--- src/rtl/ser_pkg.sv ---
// Shared types and constants for the serial word deserializer.
// Collect FSM states, output-register states and bit-order encodings.
package ser_pkg;

  typedef enum logic {S_IDLE, S_COLLECT} ser_state_e;

  typedef enum logic {OUT_EMPTY, OUT_FULL} out_state_e;

  localparam logic LSB_FIRST = 1'b1;
  localparam logic MSB_FIRST = 1'b0;

endpackage

--- src/rtl/ser_out_hold.sv ---
// One-entry valid/ready holding register for completed words.
// A word that arrives while the entry is full and not being drained is dropped and flagged.
module ser_out_hold #(
  parameter int WIDTH = 4
) (
  input  logic             clk,
  input  logic             rst_n,
  input  logic             load_i,
  input  logic [WIDTH-1:0] data_i,
  input  logic             ready_i,
  input  logic             clear_ovf_i,
  output logic [WIDTH-1:0] data_o,
  output logic             valid_o,
  output logic             overflow_o
);
  import ser_pkg::*;

  out_state_e       state_q, state_d;
  logic [WIDTH-1:0] data_q, data_d;
  logic             ovf_q, ovf_d;

  always_ff @(posedge clk) begin
    if (!rst_n) begin
      state_q <= OUT_EMPTY;
      data_q  <= '0;
      ovf_q   <= 1'b0;
    end else begin
      state_q <= state_d;
      data_q  <= data_d;
      ovf_q   <= ovf_d;
    end
  end

  // Clear is applied first so that a drop in the same cycle overrides it.
  always_comb begin
    state_d = state_q;
    data_d  = data_q;
    ovf_d   = ovf_q;
    if (clear_ovf_i) ovf_d = 1'b0;
    case (state_q)
      OUT_EMPTY: begin
        if (load_i) begin
          data_d  = data_i;
          state_d = OUT_FULL;
        end
      end
      OUT_FULL: begin
        if (load_i) begin
          if (ready_i) data_d = data_i;
          else         ovf_d  = 1'b1;
        end else if (ready_i) begin
          state_d = OUT_EMPTY;
        end
      end
      default: state_d = OUT_EMPTY;
    endcase
  end

  assign data_o     = data_q;
  assign valid_o    = (state_q == OUT_FULL);
  assign overflow_o = ovf_q;

endmodule

--- src/rtl/serial_word_deserializer.sv ---
// Serial-to-parallel receiver: collects WIDTH bits LSB- or MSB-first into a word
// and hands each completed word to a one-entry valid/ready output register.
module serial_word_deserializer #(
  parameter  int WIDTH = 4,
  localparam int CNT_W = $clog2(WIDTH)
) (
  input  logic             clk,
  input  logic             rst_n,
  input  logic             bit_in,
  input  logic             bit_valid,
  input  logic             lsb_first,
  input  logic             frame_start,
  output logic [WIDTH-1:0] word_out,
  output logic             word_valid,
  input  logic             word_ready,
  output logic             overflow,
  input  logic             clear_ovf,
  output logic [CNT_W-1:0] bit_count
);
  import ser_pkg::*;

  if (WIDTH < 2) begin : g_width_check
    $error("serial_word_deserializer: WIDTH must be at least 2");
  end

  localparam logic [CNT_W-1:0] LAST_IDX = CNT_W'(WIDTH - 1);

  ser_state_e       state_q, state_d;
  logic [WIDTH-1:0] shreg_q, shreg_d;
  logic [CNT_W-1:0] cnt_q, cnt_d;
  logic             mode_q, mode_d;
  logic             complete;

  function automatic logic [WIDTH-1:0] shift_in(input logic [WIDTH-1:0] cur,
                                                 input logic m, input logic b);
    if (m == LSB_FIRST) return {b, cur[WIDTH-1:1]};
    else                return {cur[WIDTH-2:0], b};
  endfunction

  always_ff @(posedge clk) begin
    if (!rst_n) begin
      state_q <= S_IDLE;
      shreg_q <= '0;
      cnt_q   <= '0;
      mode_q  <= MSB_FIRST;
    end else begin
      state_q <= state_d;
      shreg_q <= shreg_d;
      cnt_q   <= cnt_d;
      mode_q  <= mode_d;
    end
  end

  // A frame_start bit always opens a fresh word, so it can never complete one.
  always_comb begin
    state_d  = state_q;
    shreg_d  = shreg_q;
    cnt_d    = cnt_q;
    mode_d   = mode_q;
    complete = 1'b0;
    if (frame_start) begin
      state_d = S_IDLE;
      shreg_d = '0;
      cnt_d   = '0;
      if (bit_valid) begin
        mode_d  = lsb_first;
        shreg_d = shift_in('0, lsb_first, bit_in);
        cnt_d   = CNT_W'(1);
        state_d = S_COLLECT;
      end
    end else if (bit_valid) begin
      case (state_q)
        S_IDLE: begin
          mode_d  = lsb_first;
          shreg_d = shift_in(shreg_q, lsb_first, bit_in);
          cnt_d   = CNT_W'(1);
          state_d = S_COLLECT;
        end
        S_COLLECT: begin
          shreg_d = shift_in(shreg_q, mode_q, bit_in);
          if (cnt_q == LAST_IDX) begin
            cnt_d    = '0;
            state_d  = S_IDLE;
            complete = 1'b1;
          end else begin
            cnt_d = cnt_q + 1'b1;
          end
        end
        default: state_d = S_IDLE;
      endcase
    end
  end

  ser_out_hold #(.WIDTH(WIDTH)) u_out_hold (
    .clk         (clk),
    .rst_n       (rst_n),
    .load_i      (complete),
    .data_i      (shreg_d),
    .ready_i     (word_ready),
    .clear_ovf_i (clear_ovf),
    .data_o      (word_out),
    .valid_o     (word_valid),
    .overflow_o  (overflow)
  );

  assign bit_count = cnt_q;

endmodule

--- config.mk ---
export PLATFORM = sky130hd
export DESIGN_NAME = serial_word_deserializer
export DESIGN_NICKNAME = d
export VERILOG_FILES = /design/src/rtl/ser_pkg.sv /design/src/rtl/ser_out_hold.sv /design/src/rtl/serial_word_deserializer.sv
export SDC_FILE = /design/constraint.sdc
export NUM_CORES = 1
export LEC_CHECK = 0
export CAP_MARGIN = 25
export CORE_AREA = 3 3 41 43
export DETAILED_ROUTE_END_ITERATION = 6
export DIE_AREA = 0 0 44 46
export PLACE_DENSITY = 0.75
export SYNTH_ARGS = -nofsm -noshare
export SYNTH_HDL_FRONTEND = slang
export SYNTH_SLANG_ARGS = --single-unit
--- constraint.sdc ---
create_clock -name clk -period 3.1 [get_ports clk]
set_input_delay 0.93 -clock clk [delete_from_list [all_inputs] [get_ports clk]]
set_output_delay 0.93 -clock clk [all_outputs]
set_load 0.03 [all_outputs]
---- Word level (Yosys, flattened, before mapping) ----
Index checks and enable logic that the tools add are counted.
Widths: inputs -> output; s select.
word-level totals
  flip-flop bits (word level) ............. 14
  input port bits ......................... 8
  output and inout port bits .............. 8
  logic and storage cells ................. 55
cells by class
  add/sub/neg operators ................... 1
  equality and inequality tests ........... 5
  multiplexer cells ....................... 37
  bitwise gates (word level) .............. 2
  reduce and logical (&&, ||, !) cells .... 3
operators by type and width
  kind                 count
  $mux 4               9
  $mux 1               20
  $pmux 4 s2           2
  $ne 2x2->1 const B   4
  $mux 2               3
  $pmux 1 s2           2
  $pmux 2 s2           1
  $reduce_and 3->1     1
  $add 2x1->2 const B  1
  $eq 2x2->1 const B   1
  $not 1->1            2
  $reduce_and 2->1     1
  $reduce_bool 2->1    1

---- Logic depth before layout (Yosys ltp) ----
Gate-level depths: netlist of run 1.
  depth in word-level cells ............... 7
  gate-level depth with buffers ........... 5
  gate-level depth less buffers ........... 4

---- Cells and area by module ----
From an unflattened synthesis of run 1, not the netlist that was laid out.
second synthesis, totals
  cell total of the unflattened synthesis .. 83
  area total of the unflattened synthesis .. 726.9 um^2
by module, submodules not included
  module                    times used  cells an instance  area an instance (um^2)  seq. area each (um^2)
  serial_word_deserializer  1           57                 473.0                    160.2
  ser_out_hold              1           26                 254.0                    120.1

---- Worst setup path before layout of run 1 ----
Ideal clock, no wire load.
  path type ............................... input-to-reg
  from .................................... input bit_valid
  to ...................................... register u_out_hold.data_q[2], in the netlist u_out_hold.data_o[2]
  setup time .............................. 0.137 ns
  data arrival time ....................... 1.685 ns
  data required time ...................... 2.963 ns
  setup slack ............................. 1.278 ns
  stages .................................. 4
  buffers on the path ..................... 1
  cell sequence ........................... clkbuf_1 and4b_1 and2_1 a211oi_1
between the ends
  longest elaborated chain between the ends .. 5
  elaborated cells between the ends (all ways) .. 12
  those cells by class .................... 2 x eq/ne; 9 x mux; 1 x reduce/logical
ends and longest elaborated chain
  what                              line                                                            RTL
  start: declaration                serial_word_deserializer.sv:10                                  input logic bit_valid,
  $mux 4, on equally long branches  serial_word_deserializer.sv:71, serial_word_deserializer.sv:65
  $mux 4                            serial_word_deserializer.sv:61                                  if (frame_start) begin
  $mux 4                            ser_out_hold.sv:49                                              if (ready_i) data_d = data_i;
  $mux 4                            ser_out_hold.sv:48                                              if (load_i) begin
  $pmux 4 s2                        ser_out_hold.sv:40                                              case (state_q)
  end signal: assignment            ser_out_hold.sv:29                                              data_q <= data_d;
  end: declaration                  ser_out_hold.sv:19                                              logic [WIDTH-1:0] data_q, data_d;
Several ways; a longest one is shown, not always the timed one. The select of a mux whose other input is x is not followed.
A chain may end at the register's enable or synchronous reset.

---- Final worst setup path of run 1 ----
  from .................................... register cnt_q[0], in the netlist bit_count[0]
  to ...................................... output bit_count[0]
RTL lines
  what                      line                            RTL
  start: declaration        serial_word_deserializer.sv:30  logic [CNT_W-1:0] cnt_q, cnt_d;
  start signal: assignment  serial_word_deserializer.sv:49  cnt_q <= cnt_d;
  end: declaration          serial_word_deserializer.sv:18  output logic [CNT_W-1:0] bit_count
No word-level cell between the ends.

==> results.toml, run 1 <==
[global_routing]
grt_pass1_wl_um = 2318
grt_max_degree = 18
grt_pass1_vias = 538
grt-ovfl-total = 0
grt_usage = 0.1626
grt_antenna_before_repair = 0

[setup_path]
arrival_ns = 1.36
rr_startpoint = "state_q"
critPathBufInv = 1
worstSetupStartpoint = "bit_count[0]"
crit_path_max_fanout = 4
r2r_slack_ns = 1.60
worst_setup_path_start_kind = "flop"
max_stage_delay_ns = 0.69
worstPathCellList = "clkdlybuf4s50_1"
path_class = "reg2out"
crit_family = "buffers and inverters"
endpoint_kind = "output port"
cp_slowest_cell = "clkdlybuf4s50_1"
crit_required_ns = 2.17

[layout]
n_fill_cell = 122
register_area_um2 = 280.3
nets = 94
antenna_cells = 0
multi_input_area_um2 = 335.3
syn2layout_area_growth_pct = 29.21
final_cells = 99
drive_above_1_share = 0.1071

[placement]
dp_hpwl_um = 1033
dp_cells = 95
gp_congestion = 0.7613
io_buffers = 15
pre_cts_slack_ns = 0.5404

[pwr]
irDropWorstVdd_v = 0.0002908
finalPower_uw = 363.1
p_leak_nw = 0.3033
powerDensity_nw_per_um2 = 434.4

[routing]
vias = 576
routed_wl_um = 1425
drc = 0
wl_per_cell_um = 14.39
via_per_inst = 5.818
postRouteAntennaNets = 0
drtIter0Drc = 4
dr.pass1.iters = 4

[run]
maxCapViolCount = 0

[yosys]
synthTopCellsByArea = "dfxtp_1 (43%), a21oi_1 (7.7%), nand3b_1 (4.6%), a211oi_2 (3.9%), mux2i_1 (3.1%)"
synth_edf_count = 0
synth_top_family_by_area = "simple AND/OR/NAND/NOR gates"
ys_warn_count = 0
async_flop_share = 0
ys_seq_elements = 14
synth_top_area_frac = 0.4333
ys_types = 27
synth_compound_gate_area_share = 0.1992
synthSimpleGateAreaFrac = 0.2070
syn_area_per_cell_um2 = 9.375
seq_area_frac_synth = 0.4333
synth_area_leader_cell = "dfxtp_1"
netlist_area_um2 = 646.9
syn_nets = 78
synth_xor_area_frac = 0
synthMuxAreaShare = 0.09284
synthAdderAreaFrac = 0.01934
synth_cells = 69
synth_ff_type = "dfxtp_1"

[status]
status = "completed"

[die]
die_h_um = 46
core_area_um2 = 1334
die-area_um2 = 2024
start_util = 0.4850
top_level_ports = 16
fp.dieW_um = 44
rows = 13

[timing]
slew_headroom = 0.6617
period_needed_ns = 2.293
worst_slew_pin_slew_ns = 0.5058
finClkSkew_ns = 0.009299
slew_viol_final = 0
rsz0062_at_grt = "no"
fin_ws_ns = 0.8067
fmax_mhz = 436.1
hold_viol = 0
finalCritPeriodShare = 0.7398
tns_ns = 0
setup_viol = 0

[clock_tree]
clk_path_buf_depth = 2
cts_tree = "yes"
htreeDepth = 1
post_cts_buffers = 0
cts_resized = 0
path_clk_slew_ns = 0.09
cts-hold-fix-buffers = 0
clk_latency_ns = 0.29
cts.sinks = 14
root_buffer = "clkbuf_4"
cts_made_buffers = 3

[worst_hold_path]
worstHoldStart = "mode_q"
hold_class = "reg2reg"
metal layers:
| metal | routed length (um) | GRT usage |
|---|---|---|
| met5 | 0 | 0 |
| met4 | 27 | 0.07831 |
| met3 | 116 | 0.06719 |
| met2 | 663 | 0.2733 |
| met1 | 617 | 0.1762 |
final cells by class:
type	instances	area share
repair buffers	15	0.1796
multi-input cells	47	0.4012
clock buffers	4	0.04341
well taps	15	0.02246
flip-flops and latches	14	0.3353
inverters	4	0.01796
registers in the layout (all words and copies together), names as in the netlist:
name,flops
u_out_hold.valid_o,1
shreg_q,4
state_q,1
u_out_hold.data_o,4
mode_q,1
u_out_hold.overflow_o,1
bit_count,2
cells in the final DEF, fill, tap and decap left out, types with 2 or more instances in the layout:
cell             instances
clkdlybuf4s50_1         15
dfxtp_1                 14
a21oi_1                 10
inv_1                    4
nand3b_1                 4
o21ai_0                  4
clkbuf_4                 3
nor3_1                   2
nor2b_1                  2
mux2i_1                  2
nand4b_1                 2
and2_1                   2
a211oi_2                 2
a211oi_1                 2
nand3_1                  2
a31oi_1                  2
report_power, final:
group          switching, mW  leakage (nW)  internal [mW]  total, mW
clock network         0.0630        0.0210         0.0716      0.135
registers            0.00413         0.114          0.184      0.189
logic                 0.0203         0.168         0.0196     0.0399
total                 0.0874         0.303          0.276      0.363
cell usage after synthesis (2+ instances only):
| cell type | count |
|---|---|
| a211oi_1 | 2 |
| a211oi_2 | 2 |
| a21oi_1 | 10 |
| a31oi_1 | 2 |
| and2_1 | 2 |
| clkbuf_1 | 3 |
| dfxtp_1 | 14 |
| inv_1 | 4 |
| mux2i_1 | 2 |
| nand3_1 | 2 |
| nand3b_1 | 4 |
| nand4b_1 | 2 |
| nor2b_1 | 2 |
| nor3_1 | 2 |
| o21ai_0 | 4 |
cell families (layout without fill, tap and decap cells):
logic type / count (synthesis) / count (layout)
flops: 14 / 14
compound gates: 21 / 21
buf+inv: 8 / 23
fa+ha+maj: 1 / 1
mux: 5 / 5
simple gates: 20 / 20
worst paths after layout:
path                               end  depth (start not counted)
setup / recovery          bit_count[0]                          1
hold / removal                  mode_q                          2
setup reg to reg  u_out_hold.data_o[3]                          3
hold reg to reg                 mode_q                          2
per-stage QoR:
step | cell area (um^2) | utilization | hold slack [ns]
floorplan | 646.9 | - | 0.4639
global placement | 799.5 | 0.5994 | 0.4798
detailed placement | 799.5 | 0.5994 | 0.4915
CTS | 835.8 | 0.6266 | 0.5057
global route | 835.8 | 0.6266 | 0.5232
finish | 835.8 | 0.6266 | 0.5018
Power figures use the tool's default switching activity.
==> inputs of run 2 (changes only) <==
--- a/config.mk
+++ b/config.mk
@@ -6,10 +6,10 @@
 export NUM_CORES = 1
 export LEC_CHECK = 0
 export CAP_MARGIN = 25
-export CORE_AREA = 3 3 41 43
+export CORE_AREA = 3 3 44 46
 export DETAILED_ROUTE_END_ITERATION = 6
-export DIE_AREA = 0 0 44 46
-export PLACE_DENSITY = 0.75
+export DIE_AREA = 0 0 47 49
+export PLACE_DENSITY = 0.69
 export SYNTH_ARGS = -nofsm -noshare
 export SYNTH_HDL_FRONTEND = slang
 export SYNTH_SLANG_ARGS = --single-unit
==> constraint.sdc (replaced) <==
create_clock -name clk -period 2.04 [get_ports clk]
set_input_delay 0.612 -clock clk [delete_from_list [all_inputs] [get_ports clk]]
set_output_delay 0.612 -clock clk [all_outputs]
set_load 0.03 [all_outputs]
==> run 2 against run 1 <==
Flip-flop and latch count unchanged. Sequential power is 52% higher. Non-clock buffer count grew 6. Largest cell class unchanged. Worst hold slack improved by 0.0014 ns. Via count is 1.9% higher. Register-to-register slack got worse by 1.0 ns. Utilization shrank 5.4 points. Setup slack got worse by 0.73 ns. Global-route usage fell by 2.5 points.
==> results.toml, run 2 (synthesis results as in run 1) <==
[die]
top_level_ports = 16
start_util = 0.4196
core_area_um2 = 1541
die_h_um = 49
rows = 14
die-area_um2 = 2303
fp.dieW_um = 47

[routing]
via_per_inst = 5.538
wl_per_cell_um = 12.90
drtIter0Drc = 6
dr.pass1.iters = 4
postRouteAntennaNets = 0
vias = 587
routed_wl_um = 1367
drc = 0

[timing]
setup_viol = 0
rsz0062_at_grt = "no"
finClkSkew_ns = 0.009517
fmax_mhz = 509.9
worst_slew_pin_slew_ns = 0.3846
slew_headroom = 0.7434
period_needed_ns = 1.961
tns_ns = 0
slew_viol_final = 0
whs_ns = 0.5032
hold_viol = 0
finalCritPeriodShare = 0.9613

[setup_path]
crit_required_ns = 1.43
max_stage_delay_ns = 0.69
cp_slowest_cell = "clkdlybuf4s50_1"
worst_setup_path_start_kind = "flop"
worstPathCellList = "clkdlybuf4s50_1"
crit_path_max_fanout = 4
endpoint_kind = "output port"
path_class = "reg2out"
arrival_ns = 1.35
critPathBufInv = 1
crit_family = "buffers and inverters"

[layout]
stdcell_area_um2 = 882.1
syn2layout_area_growth_pct = 36.36
drive_above_1_share = 0.1667
nets = 100
layout_common_cells = "clkdlybuf4s50_1 (15), dfxtp_1 (14), a21oi_1 (10), buf_4 (6)"
final_common_cell = "clkdlybuf4s50_1"
n_fill_cell = 146
antenna_cells = 0

[worst_hold_path]
hold_class = "reg2reg"

[clock_tree]
path_clk_slew_ns = 0.08
clk_path_buf_depth = 2
cts_made_buffers = 3
post_cts_buffers = 0
root_buffer = "clkbuf_4"
cts_tree = "yes"
cts-hold-fix-buffers = 0
cts_resized = 0
clk_latency_ns = 0.29
cts.sinks = 14
htreeDepth = 1

[placement]
gp_congestion = 0.8180
placed_cell_area_um2 = 845.8
io_buffers = 15
dp_hpwl_um = 1060

[run]
maxCapViolCount = 0

[pwr]
p_leak_nw = 0.3326
switching_share = 0.2336
finalPower_uw = 555.2
p_seq_frac = 0.517
clockPowerShare = 0.361
p_sw_uw = 129.7
irDropWorstVdd_v = 0.0003463
powerDensity_nw_per_um2 = 629.4
internal-power_uw = 425.5
combPwrFrac = 0.122

[global_routing]
grt-ovfl-total = 0
grt_pass1_wl_um = 2304
grt_antenna_before_repair = 0
grt_max_degree = 12
grt_pass1_vias = 546
grt_usage = 0.1376

[status]
status = "completed"
[run 2: power groups by stage]
| stage | combinational [mW] | sequential [mW] | clock, mW |
|---|---|---|---|
| final | 0.0677 | 0.287 | 0.201 |
| after global routing | 0.0736 | 0.288 | 0.217 |
| after CTS | 0.0679 | 0.287 | 0.207 |
| after detailed placement | 0.0675 | 0.293 | 0 |
| after global placement | 0.0668 | 0.293 | 0 |
| after floorplan | 0.0342 | 0.294 | 0 |
[run 2: final cells by class]
| class | instances | area (um^2) | share of cell area |
|---|---|---|---|
| clock buffers | 4 | 36.28 | 0.04113 |
| inverters | 4 | 15.01 | 0.01702 |
| multi-input cells | 47 | 335.3 | 0.3801 |
| flip-flops and latches | 14 | 280.3 | 0.3177 |
| well taps | 16 | 20.02 | 0.02270 |
| repair buffers | 21 | 195.2 | 0.2213 |
[run 2: routing by layer]
layer  GRT usage  share of wire
met1      0.1659           0.46
met2      0.2036           0.45
met4     0.07834          0.028
met5           0              0
met3     0.04797          0.069
[run 2: final timing paths]
check                           cells past startpoint  slack, ns                   end          from
worst max-delay path                                1       0.08          bit_count[0]  bit_count[0]
worst min-delay path                                2       0.50                mode_q        mode_q
worst max register to register                      4       0.57  u_out_hold.data_o[2]       state_q
worst min register to register                      2       0.50                mode_q        mode_q
[run 2: per-stage QoR]
| stage | utilization | std cells | setup WS (ns) |
|---|---|---|---|
| finish | 0.5722 | 106 | 0.07893 |
| detailed placement | 0.5487 | 102 | 0.03314 |
| CTS | 0.5722 | 106 | 0.06371 |
| global placement | 0.5487 | 102 | 0.07455 |
| global route | 0.5722 | 106 | 0.03205 |
| floorplan | - | 69 | 0.5362 |
[run 2: worst min-delay path: stages, from the launching register on]
cell     delay, ns
dfxtp_1       0.32
o21ai_0       0.07
a21oi_1       0.07
==> inputs of run 3 (changes only) <==
--- a/config.mk
+++ b/config.mk
@@ -5,11 +5,12 @@
 export SDC_FILE = /design/constraint.sdc
 export NUM_CORES = 1
 export LEC_CHECK = 0
+export ABC_AREA = 1
 export CAP_MARGIN = 25
-export CORE_AREA = 3 3 44 46
+export CORE_AREA = 3 3 46 48
 export DETAILED_ROUTE_END_ITERATION = 6
-export DIE_AREA = 0 0 47 49
-export PLACE_DENSITY = 0.69
+export DIE_AREA = 0 0 49 51
+export PLACE_DENSITY = 0.7
 export SYNTH_ARGS = -nofsm -noshare
 export SYNTH_HDL_FRONTEND = slang
 export SYNTH_SLANG_ARGS = --single-unit
==> run 3 against run 2 <==
First-iteration DRC count grew to 2.7 times the previous value. Fmax fell by 0.65%. Setup slack got worse by 0.013 ns. Worst hold slack got worse by 0.034 ns. Combinational power rose by 6.4%. Clock power fell by 27%. Register-to-register slack better by 0.24 ns. Sequential share of layout area fell by 2.0 points. Via count up 27%. Design area up 6.7%. Utilization shrank 3.3 points. Synthesized cell count rose by 67%.
==> results.toml, run 3 <==
[yosys]
seq_area_frac_synth = 0.3758
netlist_top_cells_count = "nand2_1 (38), inv_1 (20), a21oi_1 (15), dfxtp_1 (14), nand3_1 (14)"
synth_edf_count = 0
synth_area_leader_cell = "dfxtp_1"
synth_ff_type = "dfxtp_1"
syn_area_per_cell_um2 = 6.484
ys_types = 15
synth_most_common_cell = "nand2_1"
syn_nets = 124
synth_top_area_frac = 0.3758
netlist_area_um2 = 745.7
synthTopCellsByArea = "dfxtp_1 (38%), nand2_1 (19%), a21oi_1 (10%), inv_1 (10%), nand3_1 (9.4%)"
async_flop_share = 0
ys_warn_count = 0
synth_cells = 115
ys_seq_elements = 14

[layout]
final_cells = 157
nets = 143
syn2layout_area_growth_pct = 26.17
drive_above_1_share = 0.06061
final_common_cell = "nand2_1"
layout_common_cells = "nand2_1 (38), inv_1 (20), a21oi_1 (15), clkdlybuf4s50_1 (15)"
antenna_cells = 0

[setup_path]
arrival_ns = 1.36
worstPathCellList = "clkdlybuf4s50_1"
rr_startpoint = "state_q"
critPathBufInv = 1
crit_required_ns = 1.43
cp_slowest_cell = "clkdlybuf4s50_1"
endpoint_kind = "output port"
path_class = "reg2out"
worstSetupStartpoint = "bit_count[0]"
crit_family = "buffers and inverters"
max_stage_delay_ns = 0.70
crit_path_max_fanout = 4
worst_setup_path_start_kind = "flop"

[die]
die-area_um2 = 2499
top_level_ports = 16
fp.dieW_um = 49
rows = 15
start_util = 0.4272
die_h_um = 51
core_area_um2 = 1745

[placement]
gp_congestion = 0.8112
dp_cells = 154
io_buffers = 15
dp_hpwl_um = 1299

[routing]
vias = 747
wl_per_cell_um = 10.36
routed_wl_um = 1626
drc = 0
via_per_inst = 4.758
dr.pass1.iters = 4
postRouteAntennaNets = 0
drtIter0Drc = 16

[clock_tree]
htreeDepth = 1
clk_latency_ns = 0.26
post_cts_buffers = 0
root_buffer = "clkbuf_4"
cts_resized = 0
cts_tree = "yes"
clk_path_buf_depth = 2
cts-hold-fix-buffers = 0
cts_made_buffers = 3
path_clk_slew_ns = 0.08
cts.sinks = 14

[global_routing]
grt-ovfl-total = 0
grt_pass1_vias = 632
grt_max_degree = 14
grt_usage = 0.1370
grt_pass1_wl_um = 2656
grt_antenna_before_repair = 0

[status]
status = "completed"

[pwr]
p_leak_nw = 0.4169
irDropWorstVdd_v = 0.0003359
powerDensity_nw_per_um2 = 539.1

[timing]
rsz0062_at_grt = "no"
slew_headroom = 0.7596
finalCritPeriodShare = 0.9676
setup_viol = 0
hold_viol = 0
slew_viol_final = 0
period_needed_ns = 1.974
tns_ns = 0
fmax_mhz = 506.6
finClkSkew_ns = 0.001547
worst_slew_pin_slew_ns = 0.3602

[run]
maxCapViolCount = 0

[worst_hold_path]
hold_class = "reg2reg"
worstHoldStart = "u_out_hold.overflow_o"
==> run 3: changes by cell type in the layout (fill, tap and decap cells not counted), moves of 3 or more <==
cell	before	now
a21oi_1	10	15
buf_4	6	1
inv_1	4	20
nand2_1	0	38
nand3_1	2	14
nand3b_1	4	0
nor2_1	1	4
==> run 3: logic make-up (layout without fill, tap and decap cells) <==
| family | after synthesis | after routing | synth area share |
|---|---|---|---|
| DFF | 14 | 14 | 0.3758 |
| AOI/OAI and AO/OA | 18 | 18 | 0.1242 |
| and+or+nand+nor | 58 | 58 | 0.3490 |
| adders and majority gates | 1 | 1 | 0.01678 |
| buffers and inverters | 24 | 41 | 0.1342 |
==> run 3: cell type report <==
| cell class | count | area (um^2) |
|---|---|---|
| fill | 184 | 804.5 |
| multi-input combinational | 77 | 365.4 |
| sequential | 14 | 280.3 |
| timing repair buffer | 16 | 157.7 |
| inverter | 22 | 83.83 |
| tap | 25 | 31.28 |
| clock buffer | 3 | 22.52 |
==> run 3: through the flow <==
stage	hold WS, ns	setup WS (ns)	utilization	total power, mW	cell area [um^2]
global placement	0.4572	0.09735	0.5262	0.3657	918.4
floorplan	0.5044	0.7348	-	0.3377	745.7
global route	0.4969	0.008686	0.5391	0.5378	940.9
CTS	0.4782	0.06788	0.5391	0.5098	940.9
detailed placement	0.4593	0.1287	0.5262	0.3667	918.4
finish	0.4695	0.06610	0.5391	0.5072	940.9
==> run 3: final timing paths <==
check,end,slack (ns),depth (start not counted)
hold reg to reg,u_out_hold.overflow_o,0.47,2
setup / recovery,bit_count[0],0.07,1
setup reg to reg,u_out_hold.data_o[3],0.81,7
hold / removal,u_out_hold.overflow_o,0.47,2
==> run 3: metal layers <==
metal | wire (um) | share of wire | GRT usage | vias up
met5 | 0 | 0 | 0 | -
met4 | 13 | 0.0080 | 0.05687 | 0
met3 | 65 | 0.040 | 0.03207 | 2
met2 | 760 | 0.47 | 0.2172 | 17
met1 | 787 | 0.48 | 0.1786 | 331
li1 | - | - | - | 397
==> run 3: where the power goes <==
part	internal, mW	switching, mW
sequential	0.280	0.00876
clock	0.0681	0.0783
combinational	0.0304	0.0416
total	0.379	0.129
==> RTL change: new RTL, config.mk and constraints of run 2 <==
`WIDTH` is set to 4 in 2 places; all go to 2.
--- a/src/rtl/ser_out_hold.sv
+++ b/src/rtl/ser_out_hold.sv
@@ -1,7 +1,7 @@
 // One-entry valid/ready holding register for completed words.
 // A word that arrives while the entry is full and not being drained is dropped and flagged.
 module ser_out_hold #(
-  parameter int WIDTH = 4
+  parameter int WIDTH = 2
 ) (
   input  logic             clk,
   input  logic             rst_n,
--- a/src/rtl/serial_word_deserializer.sv
+++ b/src/rtl/serial_word_deserializer.sv
@@ -1,7 +1,7 @@
 // Serial-to-parallel receiver: collects WIDTH bits LSB- or MSB-first into a word
 // and hands each completed word to a one-entry valid/ready output register.
 module serial_word_deserializer #(
-  parameter  int WIDTH = 4,
+  parameter  int WIDTH = 2,
   localparam int CNT_W = $clog2(WIDTH)
 ) (
   input  logic             clk,
Interface: changed (resized bit_count and word_out); port bits go from 16 to 13. The function was not compared with the original's and may differ.
==> RTL change against run 2 <==
Fmax is 5.3% higher. Cell area shrank 38%. Power fell by 36%. Synthesized area shrank 42%. Sequential cell count decreased by 6. Global-route usage fell by 7.6 points. Die area is the same. Worst setup slack improved by 100 ps. Routed wire length decreased by 47%. Critical path type unchanged. Largest cell class unchanged. Largest power group unchanged.
==> RTL change: results <==
{
  "ys_seq_area_share_pct": 42.4,
  "dpl_cell_area_um2": 522,
  "synth.distinct_cells": 24,
  "reg2reg_to": "u_out_hold.data_o[1]",
  "cts_root_buffer": "clkbuf_4",
  "fin_nets": 65,
  "tightestPinTransition_ps": 306,
  "gp_congestion": 0.797,
  "syn_nets": 47,
  "endpoint": "word_out[0]",
  "worstSetupStartpoint": "u_out_hold.data_o[0]",
  "fin_skew_ps": 4.19,
  "reg2regPathDepth": 5,
  "insertion_delay_ps": 250,
  "period_share_pct": 91.3,
  "irDropWorstVdd_v": 0.000307,
  "port-buffer-count": 12,
  "viasPerCell": 4.49,
  "synth_edf_count": 0,
  "p_leak_nw": 0.206,
  "grt_usage_pct": 6.14,
  "cp_max_fo": 2,
  "reg2reg_from": "bit_count",
  "hold_path_depth": 2,
  "outcome": "complete, no violations",
  "drive_gt1_share_pct": 16.4,
  "wirelength_um": 718,
  "synth_area_leaders": "dfxtp_1, mux2i_1, a21boi_1, nand2_1, nand2b_4",
  "grt_pass1_wl_mm": 1.00,
  "drtIter0Drc": 2,
  "crit_path_end_kind": "output pin",
  "arrival_ps": 1250,
  "p_int_uw": 266,
  "clockBufferDepth": 2,
  "ys_top_cells_by_count": "dfxtp_1, nand2_1",
  "regToRegSetupSlack_ps": 850,
  "critPathMaxStageDelay_ps": 670,
  "min-delay-start": "mode_q",
  "grt_pass1_vias": 241,
  "final.fill_count": 164,
  "grt_max_degree": 10,
  "preCtsSetupSlack_ps": 66.9,
  "clkTransAtPathRegs_ps": 60
}
==> RTL change: cell count changes after synthesis, sizes merged, moves of 2 or more <==
cell    delta
nand2      +4
a21oi      -7
mux2       -2
nand3b     -3
a21boi     +2
a211oi     -4
a31oi      -2
nand2b     +2
inv        -3
nor3       -2
clkbuf     -3
dfxtp      -6
==> RTL change: cell type report <==
class	count	area (um2)	area share (%)
multi-input cells	29	203	37.2
flip-flops and latches	8	160	29.4
repair buffers	14	135	24.8
clock buffers	3	22.5	4.14
well taps	16	20.0	3.68
inverters	1	3.75	0.690
==> RTL change: routing by layer <==
layer	routed length [um]	GRT usage, %	up-vias
li1	-	-	168
met1	326	7.54	137
met2	303	7.69	14
met3	88	5.90	0
met4	0	1.38	0
met5	0	0	-
==> RTL change: per-stage QoR <==
step | hold WS (ps) | cells | total power [mW] | utilization [%]
final | 474 | 71 | 0.353 | 35.3
after global routing | 497 | 71 | 0.373 | 35.3
after CTS | 479 | 71 | 0.362 | 35.3
after detailed placement | 472 | 68 | 0.233 | 33.8
after global placement | 455 | 68 | 0.233 | 33.8
after floorplan | 447 | 39 | 0.204 | -
==> RTL change: cell families after synthesis <==
kind of cell / Yosys count / share of synthesized area (%)
muxes: 2 / 5.30
xor gates and xnor gates: 1 / 2.32
and+or+nand+nor: 16 / 28.5
DFF: 8 / 42.4
buffers and inverters: 2 / 3.97
AOI/OAI and AO/OA: 10 / 17.5
==> RTL change: power by group through the flow <==
stage / combinational (mW) / sequential, mW / clock, mW
6_report: 0.0635 / 0.166 / 0.123
2_1_floorplan: 0.0259 / 0.178 / 0
3_3_place_gp: 0.0632 / 0.169 / 0
5_1_grt: 0.0676 / 0.166 / 0.139
3_5_place_dp: 0.0635 / 0.169 / 0
4_1_cts: 0.0638 / 0.166 / 0.132
